### src/rtl/data_mem_initiator.sv
// CPU-side load/store initiator for data_mem: validates, issues a one-cycle pulse, tracks clk_stall.
// Latency: illegal 1 cycle, hit STALL_GRACE+2, stalled one cycle after clk_stall falls; busy stalls the pipeline meanwhile.
module data_mem_initiator #(
  parameter int MAX_WAIT    = 64,
  parameter int STALL_GRACE = 2
) (
  input  logic        clk,
  input  logic        rst,
  input  logic        req_valid,
  output logic        req_ready,
  input  logic        req_write,
  input  logic [2:0]  req_funct3,
  input  logic [31:0] req_addr,
  input  logic [31:0] req_wdata,
  output logic        rsp_valid,
  output logic [31:0] rsp_rdata,
  output logic        rsp_err,
  output logic        busy,
  output logic [31:0] mem_addr,
  output logic [31:0] mem_write_data,
  output logic        mem_memwrite,
  output logic        mem_memread,
  output logic [3:0]  mem_sign_mask,
  input  logic [31:0] mem_read_data,
  input  logic        mem_clk_stall
);

  typedef enum logic [1:0] {IDLE, ISSUE, WAIT, DONE} state_t;

  localparam int CW = $clog2(MAX_WAIT + 1);

  state_t        state;
  logic [CW-1:0] wait_cnt;
  logic          stall_seen;
  logic          is_write;
  logic [3:0]    mask_dec;
  logic          legal;

  // Width and signedness from funct3; legality folds in encoding and alignment.
  always_comb begin
    mask_dec = 4'b0000;
    legal    = 1'b0;
    case (req_funct3)
      3'b000: begin mask_dec = {!req_write, 3'b001}; legal = 1'b1; end
      3'b001: begin mask_dec = {!req_write, 3'b011}; legal = !req_addr[0]; end
      3'b010: begin mask_dec = 4'b0111; legal = (req_addr[1:0] == 2'b00); end
      3'b100: begin mask_dec = 4'b0001; legal = !req_write; end
      3'b101: begin mask_dec = 4'b0011; legal = !req_write && !req_addr[0]; end
      default: begin mask_dec = 4'b0000; legal = 1'b0; end
    endcase
  end

  assign req_ready    = (state == IDLE);
  assign busy         = (state != IDLE);
  assign rsp_valid    = (state == DONE);
  assign mem_memread  = (state == ISSUE) && !is_write;
  assign mem_memwrite = (state == ISSUE) && is_write;

  always_ff @(posedge clk or posedge rst) begin
    if (rst) begin
      state          <= IDLE;
      wait_cnt       <= '0;
      stall_seen     <= 1'b0;
      is_write       <= 1'b0;
      mem_addr       <= '0;
      mem_write_data <= '0;
      mem_sign_mask  <= '0;
      rsp_rdata      <= '0;
      rsp_err        <= 1'b0;
    end else begin
      case (state)
        IDLE: begin
          if (req_valid) begin
            rsp_rdata <= '0;
            if (legal) begin
              mem_addr       <= req_addr;
              mem_write_data <= req_wdata;
              mem_sign_mask  <= mask_dec;
              is_write       <= req_write;
              rsp_err        <= 1'b0;
              state          <= ISSUE;
            end else begin
              rsp_err <= 1'b1;
              state   <= DONE;
            end
          end
        end
        ISSUE: begin
          wait_cnt   <= '0;
          stall_seen <= 1'b0;
          state      <= WAIT;
        end
        WAIT: begin
          wait_cnt <= wait_cnt + 1'b1;
          if (mem_clk_stall)
            stall_seen <= 1'b1;
          // A stall that ended, or no stall at all within the grace window, both complete the access.
          if (!mem_clk_stall && (stall_seen || wait_cnt == CW'(STALL_GRACE - 1))) begin
            rsp_rdata <= is_write ? 32'h0 : mem_read_data;
            state     <= DONE;
          end else if (mem_clk_stall && wait_cnt == CW'(MAX_WAIT - 1)) begin
            rsp_err <= 1'b1;
            state   <= DONE;
          end
        end
        DONE: begin
          rsp_err   <= 1'b0;
          rsp_rdata <= '0;
          state     <= IDLE;
        end
        default: state <= IDLE;
      endcase
    end
  end

endmodule

### config.mk
export PLATFORM = sky130hd
export DESIGN_NAME = data_mem_initiator
export DESIGN_NICKNAME = d
export VERILOG_FILES = /design/src/rtl/data_mem_initiator.sv
export SDC_FILE = /design/constraint.sdc
export NUM_CORES = 1
export LEC_CHECK = 0
export ABC_AREA = 1
export BUFFER_PORTS_ARGS = -buffer_cell sky130_fd_sc_hd__buf_2
export CAP_MARGIN = 25
export CORE_UTILIZATION = 38
export DETAILED_ROUTE_END_ITERATION = 6
export GPL_ROUTABILITY_DRIVEN = 0
export HOLD_SLACK_MARGIN = 0.02
export PLACE_DENSITY_LB_ADDON = 0.2
export SYNTH_ARGS = -nofsm -noshare
export SYNTH_HDL_FRONTEND = slang
export SYNTH_SLANG_ARGS = --single-unit
### constraint.sdc
create_clock -name clk -period 4 [get_ports clk]
set_clock_uncertainty 0.05 [all_clocks]
set_input_delay 0.2 -clock clk [delete_from_list [all_inputs] [get_ports clk]]
set_output_delay 0.2 -clock clk [all_outputs]
set_load 0.01 [all_outputs]
==> flow_summary.yaml, run 1 <==
setup_path:
  cp.arrival_ns: 2.76
  crit_type: "flop to flop"
  cp_max_fo: 33
  endpoint_kind: "flop"
  startpoint_type: "flop"
  crit_required_ns: 4.19
logic_synthesis:
  syn-mean-instance-area_um2: 8.206
  synth_edf_count: 0
  netlist.area_leader.share: 0.5527
  ys_async_sr_fraction: 1.000
  netlist.top_cell.by_area: "dfrtp_1"
  post_synth_num_cell_types: 20
  syn_inst: 618
  syn_area_um2: 5071
  synthTopCellsByArea: "dfrtp_1 55%, nand2_1 17%, nand3_1 10%"
  synth-seq-cells: 112
  yosysWarnings: 0
  synth_top_flop_cell: "dfrtp_1"
  synth-seq-area-share: 0.5527
  synth_most_common_cell: "nand2_1"
  synth_nets: 729
  synth_common_cells: "231 x nand2_1, 112 x dfrtp_1, 105 x nand3_1, 52 x inv_1, 31 x nor2_2"
layout:
  multi_input_comb_area_um2: 1863
  layout.nets: 933
  post-route-util: 0.5166
  seqCellArea_um2: 2803
  drive_gt1_frac: 0.3289
  syn2layout_area_growth_pct: 30.64
  fin_area_um2: 6625
  num_antenna_cells: 0
  fill_cells: 1230
power:
  power.share.clock: 0.198
  intPower_mw: 2.664
  peakVddDrop_mv: 0.3004
  pwr-share-seq: 0.387
  p_sw_frac: 0.4125
  power_leakage_nw: 3.935
  power.density_nw_per_um2: 684.4
  combPwrFrac: 0.415
  power_switching_mw: 1.870
run:
  cap_violations: 0
clocking:
  path_clk_slew_ns: 0.07
  cts_buffers: 9
  clk_latency_ns: 0.35
  cts_setup_buffers: 0
  cts_max_level: 3
  cts-root-buf: "clkbuf_16"
  cts.sinks: 112
  cts_tree: "yes"
  post_cts_resized: 0
  cts_buffer_depth: 2
global_routing:
  antenna_found_initial: 0
  gr-total-overflow: 0
  grt_pass1_vias: 4456
  grt.total_usage: 0.2007
  grt_max_degree: 73
  grt_pass1_wl_um: 22390
die:
  die_w_um: 117.5
  placementRows: 41
  io_pins: 210
  start_util: 0.3954
  core_area_um2: 12820
  die_h_um: 117.5
  dieArea_um2: 13810
timing:
  hold_ws_ns: 0.03099
  rsz0062_at_grt: "false"
  slew_viol_final: 0
  tightest_slew_ns: 0.9386
  hold_violations: 0
  setup_viol: 0
  min_period_ns: 2.574
  clock.fmax_ghz: 0.3884
  finalCritPeriodShare: 0.6436
  fin_tns_setup_ns: 0
  maxSlewHeadroom: 0.3743
min_path:
  hold_path.class: "input pin to flop"
route:
  ant_nets: 0
  drt_iter0_markers: 245
  vias: 4669
  viasPerCell: 4.674
  routed_wl_um: 13310
  wl_per_cell_um: 13.33
  dr.pass1.iters: 5
  drc: 0
placement:
  port-buffer-count: 209
  dp_hpwl_um: 9202
  place_area_um2: 6188
run_status:
  status: "completed"
==> sequential cells by signal, summed over array words and instances (netlist names) <==
register	flops
rsp_err	1
mem_addr	32
mem_sign_mask	4
stall_seen	1
wait_cnt	7
state	2
mem_write_data	32
rsp_rdata	32
is_write	1
==> metrics by stage <==
| step | std cells | power, mW | worst slack, ns |
|---|---|---|---|
| after floorplan | 618 | 3.006 | 0.7910 |
| after global placement | 970 | 3.613 | 1.539 |
| after detailed placement | 970 | 3.665 | 1.425 |
| after CTS | 997 | 4.585 | 1.413 |
| after global routing | 999 | 4.908 | 1.192 |
| final | 999 | 4.534 | 1.426 |
==> cell usage in the layout, fill, tap and decap left out <==
cell type,n
nand2_1,229
nor2_2,31
dfrtp_1,112
bufinv_16,1
inv_1,50
inv_2,6
clkbuf_1,2
inv_4,1
o21ai_1,3
inv_6,1
nand3_1,105
ha_1,7
buf_16,1
clkinvlp_4,1
or2_2,1
clkinv_2,2
nor3_1,4
a21oi_1,8
dlygate4sd3_1,12
o22ai_1,1
o21ai_0,6
nor2_1,16
buf_2,209
clkbuf_16,9
nand2_2,3
buf_4,6
==> logic make-up after synthesis <==
family                     share of synthesized area
and+or+nand+nor                               0.3311
DFF                                           0.5527
buffers and inverters                        0.08093
AOI/OAI and AO/OA                            0.01801
adders and majority gates                    0.01727
==> critical path, cell delays in order, from the launching register on <==
cell,delay (ns)
dfrtp_1,0.43
inv_1,0.11
ha_1,0.41
inv_2,0.10
nor2_2,0.06
inv_2,0.07
nand2_1,0.06
inv_2,0.42
nand2_2,0.50
nand2_1,0.18
nand2_1,0.07
==> area by class of cell <==
| type | instances | share of cell area |
|---|---|---|
| Clock buffer | 11 | 0.03513 |
| Inverter | 57 | 0.03267 |
| Clock inverter | 5 | 0.008499 |
| Sequential cell | 112 | 0.4230 |
| Multi-Input combinational cell | 414 | 0.2812 |
| Timing Repair Buffer | 228 | 0.1870 |
| Tap cell | 172 | 0.03248 |
==> layer usage <==
metal | GRT usage | routed length, um | up-vias
met3 | 0.04457 | 885 | 13
met5 | 0 | 0 | -
met1 | 0.2760 | 6073 | 2164
met4 | 0.06651 | 203 | 0
met2 | 0.3136 | 6152 | 167
li1 | - | - | 2325
==> repair_timing <==
action | CTS | global route
hold buffers | 11 | 1
endpoints found under the setup margin | 0 | 0
endpoints found under the hold margin | 11 | 70
==> power by group through the flow <==
| stage | registers (mW) | clock network [mW] | logic (mW) |
|---|---|---|---|
| 2_1_floorplan | 1.93 | 0 | 1.08 |
| 3_3_place_gp | 1.76 | 0 | 1.86 |
| 3_5_place_dp | 1.77 | 0 | 1.90 |
| 4_1_cts | 1.76 | 0.925 | 1.91 |
| 5_1_grt | 1.81 | 0.973 | 2.12 |
| 6_report | 1.76 | 0.898 | 1.88 |
==> path summary, 6_finish.rpt <==
| check | startpoint | end | slack, ns | cells after the start |
|---|---|---|---|---|
| max | state[1]$_DFFE_PP0P_ | rsp_rdata[23]$_DFFE_PP0P_ | 1.43 | 10 |
| min | req_addr[2] | mem_addr[2]$_DFFE_PP0P_ | 0.03 | 3 |
| max reg2reg | state[1]$_DFFE_PP0P_ | rsp_rdata[23]$_DFFE_PP0P_ | 1.43 | 10 |
| min reg2reg | mem_sign_mask[0]$_DFFE_PP0P_ | mem_sign_mask[0]$_DFFE_PP0P_ | 0.42 | 2 |
| max in group asynchronous | rst | mem_addr[8]$_DFFE_PP0P_ | 2.81 | 5 |
| min in group asynchronous | rst | rsp_rdata[29]$_DFFE_PP0P_ | 0.20 | 3 |
Power figures use the tool's default switching activity.
==> run 2: changes to the inputs <==
- clock period: 4 -> 2.1 ns (I/O delays scaled with it)
==> flow_summary.yaml, run 2 (synthesis results as in run 1) <==
run_status:
  status: "completed"
timing:
  maxSlewHeadroom: 0.5537
  hold_violations: 0
  layout_setup_ws_ns: 0.2236
  finalCritPeriodShare: 0.8935
  tightest_slew_ns: 0.6695
  clock.fmax_ghz: 0.5329
  slew_viol_final: 0
  rsz0062_at_grt: "false"
  min_period_ns: 1.876
  fin_tns_setup_ns: 0
  setup_viol: 0
die:
  io_pins: 210
  placementRows: 41
  die_w_um: 117.5
  die_h_um: 117.5
  core_area_um2: 12820
  start_util: 0.3954
  dieArea_um2: 13810
clocking:
  path_clk_slew_ns: 0.07
  cts_tree: "yes"
  cts_max_level: 3
  cts_buffers: 9
  cts_buffer_depth: 2
  cts-root-buf: "clkbuf_16"
  clk_latency_ns: 0.35
  cts_setup_buffers: 0
  cts.sinks: 112
power:
  power.density_nw_per_um2: 1225
  peakVddDrop_mv: 0.8200
  power_leakage_nw: 4.210
  power_mw: 8.910
layout:
  layout.nets: 996
  stdcell_count: 1062
  final_cell_mix: "229 x nand2_1, 209 x buf_2, 112 x dfrtp_1, 105 x nand3_1, 69 x dlygate4sd3_1"
  drive_gt1_frac: 0.3146
  syn2layout_area_growth_pct: 43.47
  fin_area_um2: 7276
  num_antenna_cells: 0
  layout_commonest_cell: "nand2_1"
  fill_cells: 1162
  largest_registers: "mem_addr (32), mem_write_data (32), rsp_rdata (32)"
placement:
  place_area_um2: 6317
  place_inst: 977
  port-buffer-count: 209
  dp_hpwl_um: 9434
  place_ws_ns: 0.1816
global_routing:
  grt_pass1_vias: 5011
  gr-total-overflow: 0
  grt_pass1_wl_um: 24230
  grt.total_usage: 0.2187
  grt_max_degree: 67
  antenna_found_initial: 0
setup_path:
  cp_max_fo: 32
  startpoint_type: "flop"
  endpoint_kind: "flop"
  crit_required_ns: 2.33
  cp.arrival_ns: 2.11
  crit_type: "flop to flop"
route:
  drc: 0
  ant_nets: 0
  viasPerCell: 4.714
  dr.pass1.iters: 6
  drt_iter0_markers: 250
  routed_wl_um: 14680
  wl_per_cell_um: 13.83
  vias: 5006
run:
  cap_violations: 0
min_path:
  hold_path.class: "input pin to flop"
[run 2: changes by cell type in the layout (fill, tap and decap cells not counted), sizes merged]
cell,previous run,this run
bufinv,1,0
dlygate4sd3,12,69
buf,216,222
clkinv,2,5
clkbuf,11,10
clkinvlp,1,2
inv,58,56
[run 2: worst paths after layout]
check	startpoint	endpoint	cells past startpoint	slack, ns
setup reg to reg	state[1]$_DFFE_PP0P_	rsp_rdata[28]$_DFFE_PP0P_	11	0.22
setup / recovery	state[1]$_DFFE_PP0P_	rsp_rdata[28]$_DFFE_PP0P_	11	0.22
max in group asynchronous	rst	mem_addr[9]$_DFFE_PP0P_	4	1.21
min in group asynchronous	rst	mem_write_data[5]$_DFFE_PP0P_	4	0.35
hold / removal	req_funct3[2]	mem_sign_mask[2]$_DFFE_PP0P_	4	0.04
hold reg to reg	mem_sign_mask[0]$_DFFE_PP0P_	mem_sign_mask[0]$_DFFE_PP0P_	2	0.41
[run 2: repair_timing]
item / in CTS / in global routing
hold buffers: 69 / 0
endpoints found under the setup margin: 0 / 1
endpoints found under the hold margin: 179 / 0
resized for setup: 0 / 1
[run 2: layout make-up]
type                       instances  area [um^2]  area share
sequential                       112         2803      0.3852
timing repair buffer             291         1909      0.2624
multi-input combinational        414         1866      0.2564
clock buffer                      10        229.0     0.03147
inverter                          57        217.7     0.02992
tap                              172        215.2     0.02958
clock inverter                     6        36.28    0.004987
[run 2: layer usage]
layer	wire length [um]	vias to the layer above	GRT usage
met1	6277	2328	0.2722
met3	950	36	0.04942
met4	502	0	0.1058
met2	6953	194	0.3595
met5	0	-	0
li1	-	2448	-
[run 2: through the flow]
stage            util  hold WS [ns]
2_1_floorplan       -        0.1938
3_3_place_gp   0.4926        0.1700
3_5_place_dp   0.4926        0.1727
4_1_cts        0.5671       0.02141
5_1_grt        0.5673       0.05291
6_report       0.5673       0.03646
[run 2: critical path, cell delays in order (launching register included)]
cell     delay, ns
dfrtp_1       0.42
inv_1         0.11
ha_2          0.42
inv_2         0.06
nor2_2        0.17
inv_2         0.06
nand2_1       0.07
inv_2         0.05
nand2_2       0.08
buf_12        0.18
nand2_1       0.08
nand2_1       0.06
[run 2: report_power, final]
part           leakage, nW  switching [mW]  total, mW  internal [mW]
sequential            1.44           0.447       3.36           2.92
combinational         2.64            2.46       3.98           1.52
clock                0.132           0.769       1.57          0.800
==> run 3: changes to the inputs <==
- clock period: 2.1 -> 1.93 ns (I/O delays scaled with it)
==> flow_summary.yaml, run 3 (synthesis results as in run 1) <==
run_status:
  status: "completed"
clocking:
  cts_max_level: 3
  cts.sinks: 112
  cts-root-buf: "clkbuf_16"
  path_clk_slew_ns: 0.07
  clk_latency_ns: 0.34
  cts_buffers: 9
  cts_setup_buffers: 0
  cts_buffer_depth: 2
  cts_tree: "yes"
global_routing:
  antenna_found_initial: 0
  gr-total-overflow: 0
  grt_pass1_wl_um: 24160
  grt.busiest_layer: "met2"
  grt_util_met1: 0.2801
  grt_pass1_vias: 5027
  grt_max_degree: 50
  grt_use_met2: 0.3532
  grtUsageMet3: 0.04409
  grt.total_usage: 0.2158
layout:
  stdcell_count: 1065
  seqCellArea_um2: 2804
  layout_commonest_cell: "nand2_1"
  syn2layout_area_growth_pct: 44.83
  drive_gt1_frac: 0.3203
  final_cell_mix: "229 x nand2_1, 209 x buf_2, 111 x dfrtp_1, 105 x nand3_1, 71 x dlygate4sd3_1"
  post-route-util: 0.5727
  largest_registers: "mem_addr (32), mem_write_data (32), rsp_rdata (32)"
  fill_cells: 1204
  multi_input_comb_area_um2: 1876
  layout.nets: 1000
  num_antenna_cells: 0
  fin_area_um2: 7345
setup_path:
  crit_required_ns: 2.11
  max_stage_delay_ns: 0.42
  path_cells: "inv_2 > ha_1 > inv_2 > nor2_2 > inv_2 > nand2_1 > inv_2 > nand2_4 > buf_12 > nand2_1 > nand2_1"
  cpMostUsedCell: "inv_2"
  endpoint_kind: "flop"
  crit_type: "flop to flop"
  cp_max_fo: 24
  startpoint_type: "flop"
  cp.arrival_ns: 1.92
  crit_slowest_cell: "dfrtp_1"
placement:
  dp_hpwl_um: 9519
  place_ws_ns: 0.08583
  port-buffer-count: 209
  place_area_um2: 6320
  place_inst: 979
die:
  start_util: 0.3954
  core_area_um2: 12820
  placementRows: 41
  dieArea_um2: 13810
  die_h_um: 117.5
  die_w_um: 117.5
  io_pins: 210
timing:
  finalCritPeriodShare: 0.8992
  min_period_ns: 1.735
  clock.fmax_ghz: 0.5762
  layout_setup_ws_ns: 0.1946
  fin_tns_setup_ns: 0
  setup_viol: 0
  rsz0062_at_grt: "false"
  hold_ws_ns: 0.02963
  tightest_slew_ns: 0.4595
  slew_viol_final: 0
  maxSlewHeadroom: 0.6930
  hold_violations: 0
power:
  power.density_nw_per_um2: 1335
  power_mw: 9.802
  power_leakage_nw: 4.234
  peakVddDrop_mv: 0.6177
route:
  wl_per_cell_um: 13.33
  vias: 4947
  ant_nets: 0
  drt_iter0_markers: 278
  routed_wl_um: 14200
  drc: 0
  viasPerCell: 4.645
  dr.pass1.iters: 5
run:
  cap_violations: 0
min_path:
  hold_path.class: "input pin to flop"
run 3: report_power, final:
part           internal (mW)  total [mW]  switching [mW]  leakage (nW)
sequential              3.18        3.66           0.482          1.44
clock                   1.01        1.80           0.791         0.144
combinational           1.67        4.34            2.67          2.65
run 3: layout make-up:
cell class,instances,share of cell area
Clock buffer,13,0.03816
Timing Repair Buffer,295,0.2641
Clock inverter,2,0.001704
Multi-Input combinational cell,414,0.2554
Inverter,57,0.02964
Tap cell,172,0.02930
Sequential cell,112,0.3818
run 3: worst paths after layout:
kind                                              startpoint                            to  slack (ns)  cells after the start
worst max-delay path                    state[0]$_DFFE_PP0P_     rsp_rdata[30]$_DFFE_PP0P_        0.19                     11
worst min-delay path                        mem_read_data[5]      rsp_rdata[5]$_DFFE_PP0P_        0.03                      5
worst max register to register          state[0]$_DFFE_PP0P_     rsp_rdata[30]$_DFFE_PP0P_        0.19                     11
worst min register to register  mem_sign_mask[0]$_DFFE_PP0P_  mem_sign_mask[0]$_DFFE_PP0P_        0.41                      2
max in group asynchronous                                rst  mem_sign_mask[3]$_DFFE_PP0P_        1.00                      4
min in group asynchronous                                rst      rsp_rdata[6]$_DFFE_PP0P_        0.26                      3
run 3: layer usage:
metal / vias up / share of wire
met1: 2292 / 0.44
met3: 23 / 0.059
met5: - / 0
met2: 177 / 0.47
li1: 2455 / -
met4: 0 / 0.023
run 3: critical path: cells and delay by family, from the launching register on:
| family | cells | cell delay (ns) |
|---|---|---|
| fa+ha+maj | 1 | 0.34 |
| simple gates | 5 | 0.32 |
| buf+inv | 5 | 0.49 |
| flops | 1 | 0.42 |
run 3: timing repair:
action	in CTS	in global routing
resized for setup	0	8
endpoints found under the setup margin	0	33
hold endpoints to repair	83	0
hold buffers	71	0
